<file path="src/rtl/store_checker_pkg.sv">
// Shared types for the store checker: FSM states and failure codes.
// Pure declarations; no logic, no latency, no flow control.
// Helper sizes index fields so a one-entry table still gets a 1-bit index.
package store_checker_pkg;

  typedef enum logic [1:0] {
    IDLE = 2'd0,
    RUN  = 2'd1,
    PASS = 2'd2,
    FAIL = 2'd3
  } state_t;

  typedef enum logic [1:0] {
    FAIL_NONE     = 2'd0,
    FAIL_MISMATCH = 2'd1,
    FAIL_TIMEOUT  = 2'd2
  } fail_code_t;

  function automatic int idx_width(input int n);
    return (n > 1) ? $clog2(n) : 1;
  endfunction

endpackage

</file>
<file path="src/rtl/store_match_table.sv">
// Expected-store table with match flags; lookup of one store per cycle (macro STORE_CHECKER_UNORDERED_EN).
// Lookup is combinational; flag and pointer updates take effect the next cycle.
// No backpressure: loads beyond capacity are dropped, stores are never stalled.
module store_match_table
  import store_checker_pkg::*;
#(
  parameter int DATA_WIDTH = 32,
  parameter int ADDR_WIDTH = 32,
  parameter int NUM_EXPECT = 4
) (
  input  logic                             clock,
  input  logic                             reset_n,
  input  logic                             load_en,
  input  logic [ADDR_WIDTH-1:0]            load_address,
  input  logic [DATA_WIDTH-1:0]            load_data,
  input  logic                             clear_flags,
  input  logic                             store_check,
  input  logic [ADDR_WIDTH-1:0]            store_address,
  input  logic [DATA_WIDTH-1:0]            store_data,
  input  logic                             ordered,
  input  logic [$clog2(NUM_EXPECT+1)-1:0]  match_index,
  output logic                             load_full,
  output logic [$clog2(NUM_EXPECT+1)-1:0]  load_count,
  output logic                             hit
);

  localparam int IW = idx_width(NUM_EXPECT);
  localparam int CW = $clog2(NUM_EXPECT + 1);

  logic [ADDR_WIDTH-1:0] addr_q [NUM_EXPECT];
  logic [DATA_WIDTH-1:0] data_q [NUM_EXPECT];
  logic [NUM_EXPECT-1:0] flag_q;
  logic [CW-1:0]         ptr_q;
  logic [IW-1:0]         hit_idx;
  logic                  ordered_hit;

  assign load_full  = (ptr_q == CW'(NUM_EXPECT));
  assign load_count = ptr_q;

  // In ordered mode the next entry to match is always entry[match_count].
  assign ordered_hit = (addr_q[IW'(match_index)] == store_address) &&
                       (data_q[IW'(match_index)] == store_data);

`ifdef STORE_CHECKER_UNORDERED_EN
  always_comb begin
    hit     = 1'b0;
    hit_idx = '0;
    if (ordered) begin
      hit     = ordered_hit;
      hit_idx = IW'(match_index);
    end else begin
      // Walk downwards so the lowest-index free match wins.
      for (int i = NUM_EXPECT - 1; i >= 0; i--) begin
        if ((CW'(i) < ptr_q) && !flag_q[i] &&
            (addr_q[i] == store_address) && (data_q[i] == store_data)) begin
          hit     = 1'b1;
          hit_idx = IW'(i);
        end
      end
    end
  end
`else
  logic unused_ordered;
  assign unused_ordered = ordered;
  assign hit     = ordered_hit;
  assign hit_idx = IW'(match_index);
`endif

  always_ff @(posedge clock) begin
    if (!reset_n) begin
      ptr_q  <= '0;
      flag_q <= '0;
    end else begin
      if (load_en && !load_full) begin
        addr_q[IW'(ptr_q)] <= load_address;
        data_q[IW'(ptr_q)] <= load_data;
        ptr_q              <= ptr_q + 1'b1;
      end
      if (clear_flags) begin
        flag_q <= '0;
      end else if (store_check && hit) begin
        flag_q[hit_idx] <= 1'b1;
      end
    end
  end

endmodule

</file>
<file path="config.mk">
export PLATFORM = sky130hd
export DESIGN_NAME = store_match_table
export DESIGN_NICKNAME = d
export VERILOG_FILES = /design/src/rtl/store_checker_pkg.sv /design/src/rtl/store_match_table.sv
export SDC_FILE = /design/constraint.sdc
export NUM_CORES = 1
export LEC_CHECK = 0
export BUFFER_PORTS_ARGS = -buffer_cell sky130_fd_sc_hd__buf_4
export CORE_MARGIN = 2
export CORE_UTILIZATION = 45
export CTS_CLUSTER_SIZE = 25
export DETAILED_ROUTE_END_ITERATION = 12
export GPL_TIMING_DRIVEN = 0
export PLACE_DENSITY = 0.67
export SYNTH_ARGS = -nofsm -noshare
export SYNTH_HDL_FRONTEND = slang
export SYNTH_SLANG_ARGS = --single-unit
export TNS_END_PERCENT = 1
</file>
<file path="constraint.sdc">
create_clock -name clock -period 6.1 [get_ports clock]
set_clock_uncertainty 0.2 [all_clocks]
set_input_delay 1.22 -clock clock [delete_from_list [all_inputs] [get_ports clock]]
set_output_delay 1.22 -clock clock [all_outputs]
set_load 0.03 [all_outputs]
</file>
==> results_dict.tcl <==
set metrics [dict create \
    synth_seq_area_share_pct 76.38 \
    grt_setup_unrepaired "no" \
    cts_hold_buffers 0 \
    tightest_slew_ns 0.8231 \
    power_density_nw_per_um2 302.0 \
    cap_violations 0 \
    multi_input_comb_area_sq_um 2310 \
    total_power_mw 3.751 \
    critPathArrivalTime_ns 4.22 \
    grt_pass1_wl_mm 30.82 \
    fin_worst_hold_slack_ns 0.3427 \
    routed-via-count 4867 \
    fill_cells 1644 \
    total_leakage_power_nw 4.250 \
    cp_dominant_cell_by_count "clkbuf_1" \
    hpwl_mm 13.51 \
    setup.reg_to_reg.worst_slack_ns 3.42 \
    cts.htree.levels 1 \
    gr-usage-all-layers_pct 17.32 \
    synth.net_count 585 \
    port_buffers 135 \
    timing.critical_path.required_ns 4.68 \
    initialDrtViolationCount 295 \
    finalWeightedCongestion 0.7302 \
    final_max_slew_viol_count 0 \
    synthDistinctLibCells 24 \
    critical_path.startpoint_type "primary input" \
    finalCriticalPeriod_ns 5.641 \
    residual_drc 0 \
    timing.critical_path.slowest_cell_delay_ns 0.63 \
    final_nets 753 \
    floorplan.initialDensity_pct 46.19 \
    maximum_number_of_pins_on_one_net_before_global_route_repair 45 \
    tritoncts "done" \
    synthesis.area_per_instance_sq_um 22.85 \
    n_antenna_cell 0 \
    drt_wl_total_mm 20.43 \
    cts-root-to-sink-buffers 3 \
    final-setup-viol-count 0 \
    floorplan.rows 54 \
    crit_type "in -> out" \
    run_status "finished clean" \
    critPathSlowestCell "clkbuf_1" \
    crit_path_cell_trace "clkbuf_1 -> clkbuf_1 -> mux4_2 -> xor2_1 -> nor4_1 -> nand4_1 -> nor4_2 -> buf_4" \
    cp_max_fo 10 \
    cts_root_buffer "clkbuf_16" \
    numClockSinks 259 \
    mappedNetlistArea_sq_um 10140 \
    cp.buffers_inverters 3 \
    number_of_global_route_vias_before_repair 5248 \
    ir_worst_vdd_v 0.0002420 \
    critical-path-top-delay-family "buffers and inverters" \
    setup.worst_path.end_class "output port" \
    first_pass_iters 4 \
    core_sq_um 21960 \
    setup.worst_path.start "match_index[1]" \
    design.die.area_sq_um 23760 \
    wire_per_inst_um 22.45 \
    grt_remaining_overflow 0 \
    cts-buffers-inserted 26 \
    ant_nets 0 \
    report.final.hold_viol_count 0 \
    layoutNonFillerInstCount 910 \
    area_grow_syn2layout_pct 22.45 \
    worst_skew_pair.late_latency_ns 0.52 \
    placed_cells 864 \
    max-slew-margin-rel_pct 45.13 \
    synthCells 444 \
    grt_antenna_before_repair 0 \
    place_worst_setup_slack_ns 0.4404 \
    die_width_um 154.1 \
    cts.reportedPaths.clkPinSlew_ns 0.06 \
    r2r_start "load_count[0]" \
    yosys_register_bits 259 \
    hold_start "load_count[1]" \
    hp-class "reg -> reg" \
    yosys_warnings 0 \
    post_cts_resize_count 0 \
    finalWorstSetupSlack_ns 0.4590 \
    vias_per_cell 5.348 \
    dieHeight_um 154.1 \
    postCtsSetupBuffers 0 \
    final_layout_size_suffix_gt1_share_pct 39.68 \
    register_area_sq_um 7747 \
    fmaxAchievable_mhz 177.3 \
    io_pins 142 \
    timing.final.crit_share_pct 92.47 \
]
worst min-delay path: stages (launching register included):
cell and delay [ns]:
dfxtp_1 0.36, nand2_1 0.07, a21boi_0 0.07
cells by family after synthesis:
logic type      count (synthesis)  share of synthesized area (%)
fa+ha+maj                       4                         0.4934
compound gates                  2                         0.1233
xor+xnor                       65                          5.612
simple gates                   33                          2.171
buf+inv                        17                          1.011
flops                         259                          76.38
mux                            64                          14.21
layout make-up:
type	count	share of cell area, %
flip-flops and latches	259	62.38
inverters	3	0.09066
repair buffers	140	9.147
clock inverters	12	0.7555
well taps	280	2.821
multi-input cells	168	18.60
clock buffers	34	5.480
plain buffers	14	0.7354
Yosys cell counts, drive strengths merged:
| library cell | n | area share, % |
|---|---|---|
| and4 | 2 | 0.17 |
| a21boi | 1 | 0.074 |
| nand3 | 2 | 0.099 |
| nor4 | 17 | 1.2 |
| xnor2 | 1 | 0.086 |
| ha | 4 | 0.49 |
| clkbuf | 3 | 0.11 |
| nor2 | 1 | 0.037 |
| mux4 | 64 | 14 |
| nand4 | 4 | 0.25 |
| nor3b | 1 | 0.074 |
| a21oi | 1 | 0.049 |
| buf | 11 | 0.79 |
| dfxtp | 3 | 0.59 |
| xor2 | 64 | 5.5 |
| edfxtp | 256 | 76 |
| inv | 3 | 0.11 |
| nand2 | 3 | 0.11 |
| and4b | 2 | 0.20 |
| and2 | 1 | 0.062 |
cell usage in the layout, fill, tap and decap left out, types with 2 or more instances in the layout:
master	instances
ha_1	4
buf_16	3
and4_4	2
nor4_1	15
buf_4	137
dfxtp_1	3
nor4_2	2
clkinv_2	4
nand2_1	3
buf_1	4
buf_6	4
xor2_1	64
buf_12	2
clkbuf_16	26
edfxtp_1	256
clkbuf_1	11
inv_1	3
nand4_1	4
nand3_1	2
mux4_2	64
clkinv_1	5
path summary, 6_finish.rpt:
path,endpoint,cells after the start
hold reg to reg,load_count[1],2
setup / recovery,hit,8
setup reg to reg,data_q[3][10],7
hold / removal,load_count[1],2
power by group:
group	internal, mW	switching (mW)
Clock	0.827	0.621
Sequential	2.01	0.0112
Combinational	0.143	0.140
Total	2.98	0.772
state kept, by name, summed over array words and instances (netlist names):
name and cells:
load_count 3, addr_q 128, data_q 128
stage by stage:
stage,TNS [ns],util [%],cell area (sq um)
4_1_cts,0,56.56,12420
2_1_floorplan,0,-,10140
5_1_grt,0,56.56,12420
6_report,0,56.56,12420
3_3_place_gp,-68.98,52.40,11510
3_5_place_dp,0,53.04,11650
layer usage:
layer | wire [um] | track usage (%)
met1 | 8369 | 23.31
met2 | 10510 | 29.62
met3 | 1334 | 4.030
met4 | 221 | 2.848
met5 | 0 | 0
(Power assumes the default switching activity.)
